File: src/rtl/fetch_ctrl.sv
// Fetch-stage sequencing controller: next-PC source select, stall/flush, interrupt entry and return-PC capture.
// Optional FETCH_CTRL_NESTED_INT_EN: 2-bit nesting depth counter replaces the single in_service flag.
module fetch_ctrl #(
    parameter int          PC_W         = 32,
    parameter logic [31:0] RESET_VECTOR = 32'h20,
    parameter logic [31:0] INT_VECTOR   = 32'h0
) (
    input  logic            clk,
    input  logic            rst,
    input  logic            int_req,
    input  logic            jump_req,
    input  logic            rti_req,
    input  logic            hazard_stall,
    input  logic            imm_flag,
    input  logic [PC_W-1:0] pc_in,
    output logic [1:0]      pc_sel,
    output logic            fetch_stall,
    output logic            flush,
    output logic            int_ack,
    output logic [PC_W-1:0] saved_pc,
    output logic            in_service,
    output logic [2:0]      state
);

    typedef enum logic [2:0] {
        S_BOOT     = 3'd0,
        S_RUN      = 3'd1,
        S_IMM      = 3'd2,
        S_INT_SAVE = 3'd3,
        S_INT_VEC  = 3'd4
    } state_t;

    state_t          state_q, state_d;
    logic            int_ack_q, int_ack_d;
    logic [PC_W-1:0] saved_pc_q, saved_pc_d;
    logic            accept_ok;
    logic            run_entry;
    logic            entry_done;

    assign run_entry  = int_req && accept_ok && !imm_flag;
    assign entry_done = (state_q == S_INT_VEC);

`ifdef FETCH_CTRL_NESTED_INT_EN
    logic [1:0] depth_q, depth_d;

    // Simultaneous entry and return cancel out, leaving depth unchanged.
    always_comb begin
        depth_d = depth_q;
        if (entry_done && !rti_req) begin
            depth_d = depth_q + 2'd1;
        end else if (rti_req && !entry_done && (depth_q != 2'd0)) begin
            depth_d = depth_q - 2'd1;
        end
    end

    always_ff @(posedge clk) begin
        if (!rst) begin
            depth_q <= 2'd0;
        end else begin
            depth_q <= depth_d;
        end
    end

    assign accept_ok  = (depth_q != 2'd3);
    assign in_service = (depth_q != 2'd0);
`else
    logic in_service_q, in_service_d;

    always_comb begin
        in_service_d = in_service_q;
        if (entry_done) begin
            in_service_d = 1'b1;
        end else if (rti_req) begin
            in_service_d = 1'b0;
        end
    end

    always_ff @(posedge clk) begin
        if (!rst) begin
            in_service_q <= 1'b0;
        end else begin
            in_service_q <= in_service_d;
        end
    end

    assign accept_ok  = !in_service_q;
    assign in_service = in_service_q;
`endif

    always_ff @(posedge clk) begin
        if (!rst) begin
            state_q    <= S_BOOT;
            int_ack_q  <= 1'b0;
            saved_pc_q <= '0;
        end else begin
            state_q    <= state_d;
            int_ack_q  <= int_ack_d;
            saved_pc_q <= saved_pc_d;
        end
    end

    // An interrupt held across IMM enters directly on IMM exit, costing one extra cycle.
    always_comb begin
        state_d = state_q;
        case (state_q)
            S_BOOT: state_d = S_RUN;
            S_RUN: begin
                if (jump_req)                        state_d = S_RUN;
                else if (run_entry)                  state_d = S_INT_SAVE;
                else if (imm_flag && !hazard_stall)  state_d = S_IMM;
                else                                 state_d = S_RUN;
            end
            S_IMM: begin
                if (jump_req)                   state_d = S_RUN;
                else if (hazard_stall)          state_d = S_IMM;
                else if (int_req && accept_ok)  state_d = S_INT_SAVE;
                else                            state_d = S_RUN;
            end
            S_INT_SAVE: state_d = S_INT_VEC;
            S_INT_VEC:  state_d = S_RUN;
            default:    state_d = S_BOOT;
        endcase
    end

    assign int_ack_d  = (state_d == S_INT_VEC);
    assign saved_pc_d = (state_q == S_INT_SAVE) ? pc_in : saved_pc_q;

    always_comb begin
        pc_sel      = 2'd0;
        fetch_stall = 1'b0;
        flush       = 1'b0;
        if (!rst) begin
            pc_sel = 2'd2;
            flush  = 1'b1;
        end else begin
            case (state_q)
                S_BOOT: begin
                    pc_sel = 2'd2;
                    flush  = 1'b1;
                end
                S_RUN: begin
                    if (jump_req) begin
                        pc_sel = 2'd1;
                        flush  = 1'b1;
                    end else if (!run_entry && hazard_stall) begin
                        fetch_stall = 1'b1;
                    end
                end
                S_IMM: begin
                    if (jump_req) begin
                        pc_sel = 2'd1;
                        flush  = 1'b1;
                    end else if (hazard_stall) begin
                        fetch_stall = 1'b1;
                    end
                end
                S_INT_SAVE: begin
                    fetch_stall = 1'b1;
                    flush       = 1'b1;
                end
                S_INT_VEC: begin
                    pc_sel = 2'd3;
                    flush  = 1'b1;
                end
                default: begin
                    pc_sel = 2'd2;
                    flush  = 1'b1;
                end
            endcase
        end
    end

    assign int_ack  = int_ack_q && rst;
    assign saved_pc = saved_pc_q;
    assign state    = state_q;

endmodule

File: config.mk
export PLATFORM = sky130hd
export DESIGN_NAME = fetch_ctrl
export DESIGN_NICKNAME = d
export VERILOG_FILES = /design/src/rtl/fetch_ctrl.sv
export SDC_FILE = /design/constraint.sdc
export NUM_CORES = 1
export LEC_CHECK = 0
export ABC_AREA = 1
export CORE_MARGIN = 4
export CORE_UTILIZATION = 41
export DETAILED_ROUTE_END_ITERATION = 7
export GPL_TIMING_DRIVEN = 0
export PLACE_DENSITY = 0.85
export SYNTH_ARGS = -nofsm -noshare
export SYNTH_HDL_FRONTEND = slang
export SYNTH_SLANG_ARGS = --single-unit
File: constraint.sdc
create_clock -name clk -period 1.8 [get_ports clk]
set_input_delay 0.27 -clock clk [delete_from_list [all_inputs] [get_ports clk]]
set_output_delay 0.27 -clock clk [all_outputs]
set_load 0.1 [all_outputs]
==> flow_metrics.env, run 1 <==
export IMPL_fillers=290
export IMPL_start_util_pct=42.8
export IMPL_ys_seq_area_share_pct=51.9
export IMPL_ys_flop_type="dfxtp_1"
export IMPL_rsz0062_at_grt="yes"
export IMPL_register_area_um2=756
export IMPL_cts_made_buffers=5
export IMPL_worst_pin_slew_ps=568
export IMPL_core_area_um2=3340
export IMPL_synth_most_common_cell="nor2_1"
export IMPL_grt_pass1_vias=1436
export IMPL_whs_ps=266
export IMPL_detail_route_first_pass_iterations=4
export IMPL_ctsHoldBuffers=0
export IMPL_dp_slack_ps=-889
export IMPL_slew_viol_final=0
export IMPL_drv_cap=0
export IMPL_synthTopCellsByArea="dfxtp_1, nor2_1, o21ai_0"
export IMPL_synth_area_um2=1430
export IMPL_drt_iter0_drc=115
export IMPL_cellLeakagePower_uw=0.00107
export IMPL_syn_avg_cell_area_um2=7.59
export IMPL_hold_class="input pin to register"
export IMPL_dp_hpwl_um=2980
export IMPL_layout_setup_ws_ps=26.0
export IMPL_synth_edf_count=0
export IMPL_utilization_pct=72.4
export IMPL_powerDensity_nw_per_um2=707
export IMPL_multiInputGateArea_um2=633
export IMPL_drc=0
export IMPL_met3_usage_pct=7.42
export IMPL_root_buffer="clkbuf_4"
export IMPL_clk_pin_slew_ps=110
export IMPL_startpoint_type="input pin"
export IMPL_die_h_um=67.0
export IMPL_path_max_fanout=6
export IMPL_setup_viol=0
export IMPL_grt_ovfl_total=0
export IMPL_cts_sinks=37
export IMPL_cts_tree="built"
export IMPL_layout_nets=313
export IMPL_grtUsageMet2_pct=30.9
export IMPL_htreeDepth=2
export IMPL_io_pins=80
export IMPL_syn_instance_count=188
export IMPL_fin_crit_ps=1770
export IMPL_placementRows=21
export IMPL_min_period_over_period_pct=98.6
export IMPL_clk_path_buf_depth=2
export IMPL_critical_path_required_ps=1530
export IMPL_gp_congestion=0.732
export IMPL_antenna_cells=0
export IMPL_ant_nets=0
export IMPL_critPathKind="input pin to output pin"
export IMPL_fin_cells=321
export IMPL_yosysTopAreaCell="dfxtp_1"
export IMPL_ir_drop_uv=393
export IMPL_slew_headroom_pct=62.3
export IMPL_io_buffer_count=78
export IMPL_setup_tns_ps=0
export IMPL_dp_cells=312
export IMPL_wl_um=3970
export IMPL_async_flop_share_pct=0
export IMPL_worstSetupEndpointType="output pin"
export IMPL_viasPerCell=4.62
export IMPL_final_layout_size_suffix_gt1_share_pct=27.3
export IMPL_die_w_um=67.0
export IMPL_skew_ps=6.81
export IMPL_grt_max_degree=12
export IMPL_use_met1_pct=22.8
export IMPL_yosys_warnings=0
export IMPL_grt_busiest_layer="met2"
export IMPL_critical_path_arrival_ps=1500
export IMPL_grt_first_pass_wirelength_um=6480
export IMPL_fmax_mhz=564
export IMPL_clk_latency_ps=340
export IMPL_status="complete, no violations"
export IMPL_synth_commonest_cells="nor2_1, dfxtp_1, o21ai_0"
export IMPL_synth_top_area_share_pct=51.9
export IMPL_wl_per_cell_um=12.4
export IMPL_dieArea_um2=4490
export IMPL_synth_nets=227
export IMPL_grt_use_total_pct=18.9
export IMPL_yosysUniqueCellTypes=18
export IMPL_antenna_found_initial=0
export IMPL_area_delta_synth_final_pct=69.2
export IMPL_synth_ff_latch_count=37
export IMPL_vias=1483
export IMPL_hold_viol=0
==> worst paths after layout <==
| check | startpoint | endpoint | slack [ps] | cells past startpoint |
|---|---|---|---|---|
| hold reg to reg | saved_pc[30] | saved_pc[30] | 510 | 2 |
| hold / removal | rst | saved_pc[2] | 270 | 3 |
| setup reg to reg | state[2] | saved_pc[0] | 650 | 7 |
| setup / recovery | jump_req | fetch_stall | 30 | 7 |
==> logic make-up after synthesis <==
logic type      share of synthesized area, %
flops                                   51.9
simple gates                            26.5
compound gates                          13.5
buf+inv                                 8.15
==> state kept, by name, indices dropped and copies added (netlist names) <==
signal,cells
state,3
int_ack_q,1
saved_pc,32
in_service,1
==> layout make-up <==
| type | instances | area share [%] |
|---|---|---|
| Inverter | 11 | 2.23 |
| Timing Repair Buffer | 79 | 32.0 |
| Sequential cell | 37 | 31.3 |
| Tap cell | 46 | 2.38 |
| Buffer | 10 | 3.01 |
| Clock inverter | 1 | 0.207 |
| Multi-Input combinational cell | 130 | 26.2 |
| Clock buffer | 7 | 2.69 |
==> metal layers <==
metal	routed length, um	vias up
li1	-	767
met1	1710	657
met2	1860	52
met3	357	7
met4	50	0
met5	0	-
==> repair_timing <==
item / 4_1_cts / 5_1_grt
resized for setup: 133 / 18
setup buffers: 0 / 1
endpoints found under the setup margin: 41 / 15
cloned: 0 / 0
pin swaps: 1 / 3
==> power breakdown <==
group	total, uW	switching [uW]	internal (uW)
logic	369	240	129
clock network	494	267	226
registers	844	12.5	832
==> placed cells by master, fill, tap and decap left out <==
master            n
o21ai_1          12
nand2_4           1
clkdlybuf4s15_2  25
clkbuf_1          3
clkbuf_8          2
nor2_8            1
inv_6             2
buf_4             4
nor2_4            1
inv_4             1
inv_2             1
o21ai_4           1
clkbuf_2         11
a21oi_4           1
inv_1             7
o21ai_0          21
buf_6             3
nand3_4           1
o31ai_1           1
clkdlybuf4s50_1  37
clkbuf_4          6
dfxtp_4           4
nand4_1           2
nand3_2           2
buf_12            2
nand2_1           7
nand3_1           4
nand2_2           2
clkinv_2          1
nor2_1           71
dfxtp_1          33
buf_2             3
a21oi_1           2
==> worst max-delay path, stage by stage <==
cell and delay (ps):
clkdlybuf4s50_1 460, inv_1 180, nand2_1 70, nor2_1 100, nor2_1 70, a21oi_4 160, buf_12 190
==> per-stage QoR <==
stage / total power, uW / area [um^2]
final: 1710 / 2410
after global routing: 1790 / 2410
after CTS: 1720 / 2440
after detailed placement: 1230 / 2330
after global placement: 1230 / 2330
after floorplan: 1090 / 1490
No activity file was read; power rests on OpenSTA's default activity.
==> run 2: changes to the inputs <==
- CORE_UTILIZATION: 41 -> 38
- PLACE_DENSITY: 0.85 -> 0.8
- clock period: 1.8 -> 1.7 ns (I/O delays scaled with it)
==> flow_metrics.env, run 2 (synthesis gave the netlist of run 1 again) <==
export IMPL_skew_ps=4.50
export IMPL_worstPathCellList="inv_8 -> nand2_8 -> nor2_4 -> nand4_1 -> a21oi_4 -> buf_12"
export IMPL_cp_top_family="flip-flops"
export IMPL_die_w_um=69.3
export IMPL_min_period_over_period_pct=99.2
export IMPL_final_cell_mix="nor2_1, clkdlybuf4s50_1, dfxtp_1, clkdlybuf4s15_2, o21ai_0"
export IMPL_powerDensity_nw_per_um2=799
export IMPL_wl_um=4060
export IMPL_antenna_cells=0
export IMPL_startpoint_type="register"
export IMPL_ctsHoldBuffers=0
export IMPL_drv_cap=0
export IMPL_hold_class="input pin to register"
export IMPL_timing_rr_end="saved_pc[18]"
export IMPL_vias=1495
export IMPL_clk_pin_slew_ps=80
export IMPL_final_layout_size_suffix_gt1_share_pct=27.7
export IMPL_clk_latency_ps=290
export IMPL_fin_crit_ps=1690
export IMPL_grt_use_total_pct=16.6
export IMPL_grt_max_degree=13
export IMPL_root_buffer="clkbuf_8"
export IMPL_drc=0
export IMPL_critPathKind="register to output pin"
export IMPL_path_max_fanout=4
export IMPL_wl_per_cell_um=12.6
export IMPL_ir_drop_uv=579
export IMPL_area_delta_synth_final_pct=77.5
export IMPL_largest_reg_flops=32
export IMPL_layout_nets=312
export IMPL_cellLeakagePower_uw=0.00109
export IMPL_drt_iter0_drc=78
export IMPL_slew_headroom_pct=62.7
export IMPL_grt_pass1_vias=1440
export IMPL_status="complete, no violations"
export IMPL_worstSetupEndpointType="output pin"
export IMPL_hold_viol=0
export IMPL_worst_pin_slew_ps=562
export IMPL_die_h_um=69.3
export IMPL_gp_congestion=0.794
export IMPL_cts_tree="built"
export IMPL_worstReg2RegStart="state[2]"
export IMPL_dp_hpwl_um=3000
export IMPL_start_util_pct=39.3
export IMPL_fmax_mhz=593
export IMPL_total_power_uw=2020
export IMPL_stdcell_area_um2=2530
export IMPL_detail_route_first_pass_iterations=4
export IMPL_antenna_found_initial=0
export IMPL_whs_path_depth=3
export IMPL_fillers=319
export IMPL_core_area_um2=3630
export IMPL_whs_endpoint="saved_pc[2]"
export IMPL_slew_viol_final=0
export IMPL_ant_nets=0
export IMPL_io_pins=80
export IMPL_critical_path_arrival_ps=1430
export IMPL_dieArea_um2=4800
export IMPL_io_buffer_count=78
export IMPL_ff2ff_path_depth=7
export IMPL_final_common_cell="nor2_1"
export IMPL_setup_viol=0
export IMPL_critical_path_required_ps=1440
export IMPL_grt_first_pass_wirelength_um=6470
export IMPL_hold_start="rst"
export IMPL_placementRows=22
export IMPL_viasPerCell=4.64
export IMPL_grt_ovfl_total=0
export IMPL_placedInstanceArea_um2=2330
export IMPL_cts_made_buffers=5
export IMPL_clk_path_buf_depth=2
export IMPL_critPathMaxStageDelay_ps=370
export IMPL_htreeDepth=2
export IMPL_rsz0062_at_grt="yes"
export IMPL_rrSetupSlack_ps=580
export IMPL_path_buf_inv=2
export IMPL_crit_slowest_cell="dfxtp_4"
export IMPL_cts_sinks=37
==> run 2: changes by cell type in the layout (fill, tap and decap cells not counted), moves of 4 or more <==
cell | before | now
clkdlybuf4s15_2 | 25 | 33
clkbuf_8 | 2 | 6
clkbuf_2 | 11 | 3
clkbuf_4 | 6 | 1
==> run 2: what timing repair did <==
item	4_1_cts	5_1_grt
buffers inserted	0	0
endpoints found under the setup margin	41	6
pin swaps	1	5
cloned	0	0
resized for setup	145	13
hold endpoints to repair	0	0
==> run 2: metal layers <==
layer	share of wire [%]	track usage, %
met1	41	19.4
met2	48	26.7
met3	9.1	6.67
met4	1.6	7.16
met5	0	0
==> run 2: area by class of cell <==
type,instances,area (um^2),area share [%]
timing repair buffer,78,820,32.3
buffer,10,72.6,2.86
multi-input combinational,130,654,25.8
inverter,11,56.3,2.22
sequential,37,756,29.8
clock buffer,7,108,4.25
clock inverter,1,7.51,0.296
tap,48,60.1,2.37
==> run 2: worst max-delay path by stage <==
stage / depth (start not counted) / end / slack (ps) / start
3_5_place_dp: 5 / fetch_stall / -920 / jump_req
5_1_grt: 6 / fetch_stall / -40 / imm_flag
4_1_cts: 1 / saved_pc[9] / -0.0007 / saved_pc[9]
6_report: 6 / fetch_stall / 10 / state[2]
2_1_floorplan: 4 / pc_sel[0] / -260 / state[0]
3_3_place_gp: 7 / fetch_stall / -920 / jump_req
==> run 2: worst reg2reg max path, delay by kind of cell (launching register included) <==
kind,cells,cell delay [ps]
and+or+nand+nor,4,340
DFF,1,370
buffers and inverters,3,300
==> run 2: power by group <==
| group | internal [uW] | switching, uW |
|---|---|---|
| Combinational | 140 | 257 |
| Sequential | 881 | 16.4 |
| Clock | 418 | 312 |
| Total | 1440 | 585 |
==> run 2: per-stage QoR <==
| step | setup TNS, ps | utilization, % | setup slack, ps | instances | hold WS (ps) |
|---|---|---|---|---|---|
| 6_report | 0 | 69.7 | 13.8 | 322 | 299 |
| 5_1_grt | -52.5 | 69.7 | -39.0 | 322 | 312 |
| 3_3_place_gp | -3370 | 64.1 | -920 | 314 | 475 |
| 3_5_place_dp | -3480 | 64.1 | -921 | 314 | 487 |
| 4_1_cts | 0 | 69.0 | -0.000666 | 322 | 295 |
| 2_1_floorplan | -369 | - | -263 | 188 | 350 |
==> run 3: changes to the inputs <==
- MAX_ROUTING_LAYER: not set -> met4
- SETUP_SLACK_MARGIN: not set -> 0.4
==> flow_metrics.env, run 3 (synthesis gave the netlist of run 1 again) <==
export IMPL_hold_class="input pin to register"
export IMPL_whs_path_depth=3
export IMPL_drv_cap=0
export IMPL_htreeDepth=2
export IMPL_vias=1640
export IMPL_grt_use_total_pct=18.5
export IMPL_core_area_um2=3630
export IMPL_fillers=248
export IMPL_worst_pin_slew_ps=491
export IMPL_slew_headroom_pct=67.5
export IMPL_gp_congestion=0.777
export IMPL_setup_viol=0
export IMPL_status="complete, no violations"
export IMPL_antenna_cells=0
export IMPL_stdcell_area_um2=2930
export IMPL_layout_setup_ws_ps=14.2
export IMPL_critical_path_arrival_ps=1430
export IMPL_layout_nets=325
export IMPL_placedInstanceArea_um2=2360
export IMPL_grt_first_pass_wirelength_um=7090
export IMPL_rrSetupSlack_ps=280
export IMPL_startpoint_type="register"
export IMPL_final_cell_mix="nor2_1, buf_4, clkdlybuf4s50_1, dfxtp_1, nor2_4"
export IMPL_clk_latency_ps=290
export IMPL_grt_ovfl_total=0
export IMPL_dieArea_um2=4800
export IMPL_largest_reg_flops=32
export IMPL_ant_nets=0
export IMPL_cts_made_buffers=5
export IMPL_fin_crit_ps=1690
export IMPL_worstReg2RegStart="state[1]"
export IMPL_min_period_over_period_pct=99.2
export IMPL_drt_iter0_drc=63
export IMPL_wl_per_cell_um=14.9
export IMPL_hold_start="rst"
export IMPL_whs_endpoint="saved_pc[4]"
export IMPL_die_h_um=69.3
export IMPL_root_buffer="clkbuf_8"
export IMPL_dp_slack_ps=-978
export IMPL_grt_max_degree=14
export IMPL_hold_viol=0
export IMPL_whs_ps=293
export IMPL_placementRows=22
export IMPL_skew_ps=8.34
export IMPL_final_common_cell="nor2_1"
export IMPL_wl_um=5000
export IMPL_dp_hpwl_um=2860
export IMPL_critical_path_required_ps=1440
export IMPL_area_delta_synth_final_pct=105
export IMPL_cts_sinks=37
export IMPL_io_pins=80
export IMPL_die_w_um=69.3
export IMPL_timing_rr_end="saved_pc[18]"
export IMPL_clk_pin_slew_ps=70
export IMPL_worstSetupEndpointType="output pin"
export IMPL_powerDensity_nw_per_um2=731
export IMPL_slew_viol_final=0
export IMPL_final_layout_size_suffix_gt1_share_pct=44.3
export IMPL_ir_drop_uv=540
export IMPL_cts_tree="built"
export IMPL_rsz0062_at_grt="yes"
export IMPL_ff2ff_path_depth=8
export IMPL_path_max_fanout=4
export IMPL_clk_path_buf_depth=2
export IMPL_start_util_pct=39.3
export IMPL_antenna_found_initial=0
export IMPL_viasPerCell=4.90
export IMPL_drc=0
export IMPL_detail_route_first_pass_iterations=4
export IMPL_fmax_mhz=593
export IMPL_grt_pass1_vias=1520
export IMPL_dp_cells=314
export IMPL_critPathKind="register to output pin"
export IMPL_fin_cells=335
export IMPL_io_buffer_count=78
export IMPL_cellLeakagePower_uw=0.00124
[run 3: cell types whose count changed in the layout (fill, tap and decap cells not counted), moves of 3 or more]
cell / delta
nor2_4: +24
nor2_1: -36
clkdlybuf4s15_2: -33
buf_4: +30
clkbuf_4: +5
clkbuf_2: -3
buf_12: +5
nor2_2: +12
buf_6: +3
[run 3: where the power goes]
part | internal, uW | total, uW | leakage, uW | switching, uW
logic | 184 | 481 | 0.000887 | 297
registers | 881 | 898 | 0.000302 | 17.1
clock network | 439 | 763 | 0.0000543 | 324
total | 1500 | 2140 | 0.00124 | 638
[run 3: through the flow]
step	TNS, ps	util [%]	power, uW
floorplan	-332	-	1160
global placement	-3110	65.1	1310
detailed placement	-3250	65.1	1310
CTS	0	68.3	2100
global route	-94.4	80.6	2220
finish	0	80.6	2140
[run 3: how the worst max path moves through the flow]
stage / depth (start not counted) / to / from / slack (ps)
4_1_cts: 6 / fetch_stall / state[2] / 40
5_1_grt: 6 / fetch_stall / state[0] / -90
2_1_floorplan: 4 / pc_sel[0] / state[1] / -210
3_3_place_gp: 7 / fetch_stall / jump_req / -940
3_5_place_dp: 7 / fetch_stall / jump_req / -980
6_report: 6 / fetch_stall / state[0] / 10
[run 3: layout make-up]
class                   instances  area, um^2  share of cell area, %
clock buffers                   5        68.8                   2.35
repair buffers                 91         908                   31.0
clock inverters                 3        46.3                   1.58
well taps                      48        60.1                   2.05
multi-input cells             130         867                   29.6
flip-flops and latches         37         756                   25.8
plain buffers                  10         138                   4.70
inverters                      11        86.3                   2.95
[run 3: timing repair]
item	CTS	global route
cloned	0	4
resized for setup	261	96
setup endpoints to repair	41	26
buffers inserted	5	4
pin swaps	5	38
hold buffers	0	0
[run 3: metal layers]
metal	up-vias	GRT usage [%]	share of wire (%)
li1	807	-	-
met1	756	21.0	40
met2	64	31.5	53
met3	13	6.09	6.1
met4	0	4.34	1.5
met5	-	-	0
[run 3: critical path, stage by stage (launching register included)]
cell	delay (ps)
dfxtp_4	380
inv_4	80
nand3_2	120
nor2_1	140
nor2_1	80
a21oi_4	150
buf_12	190
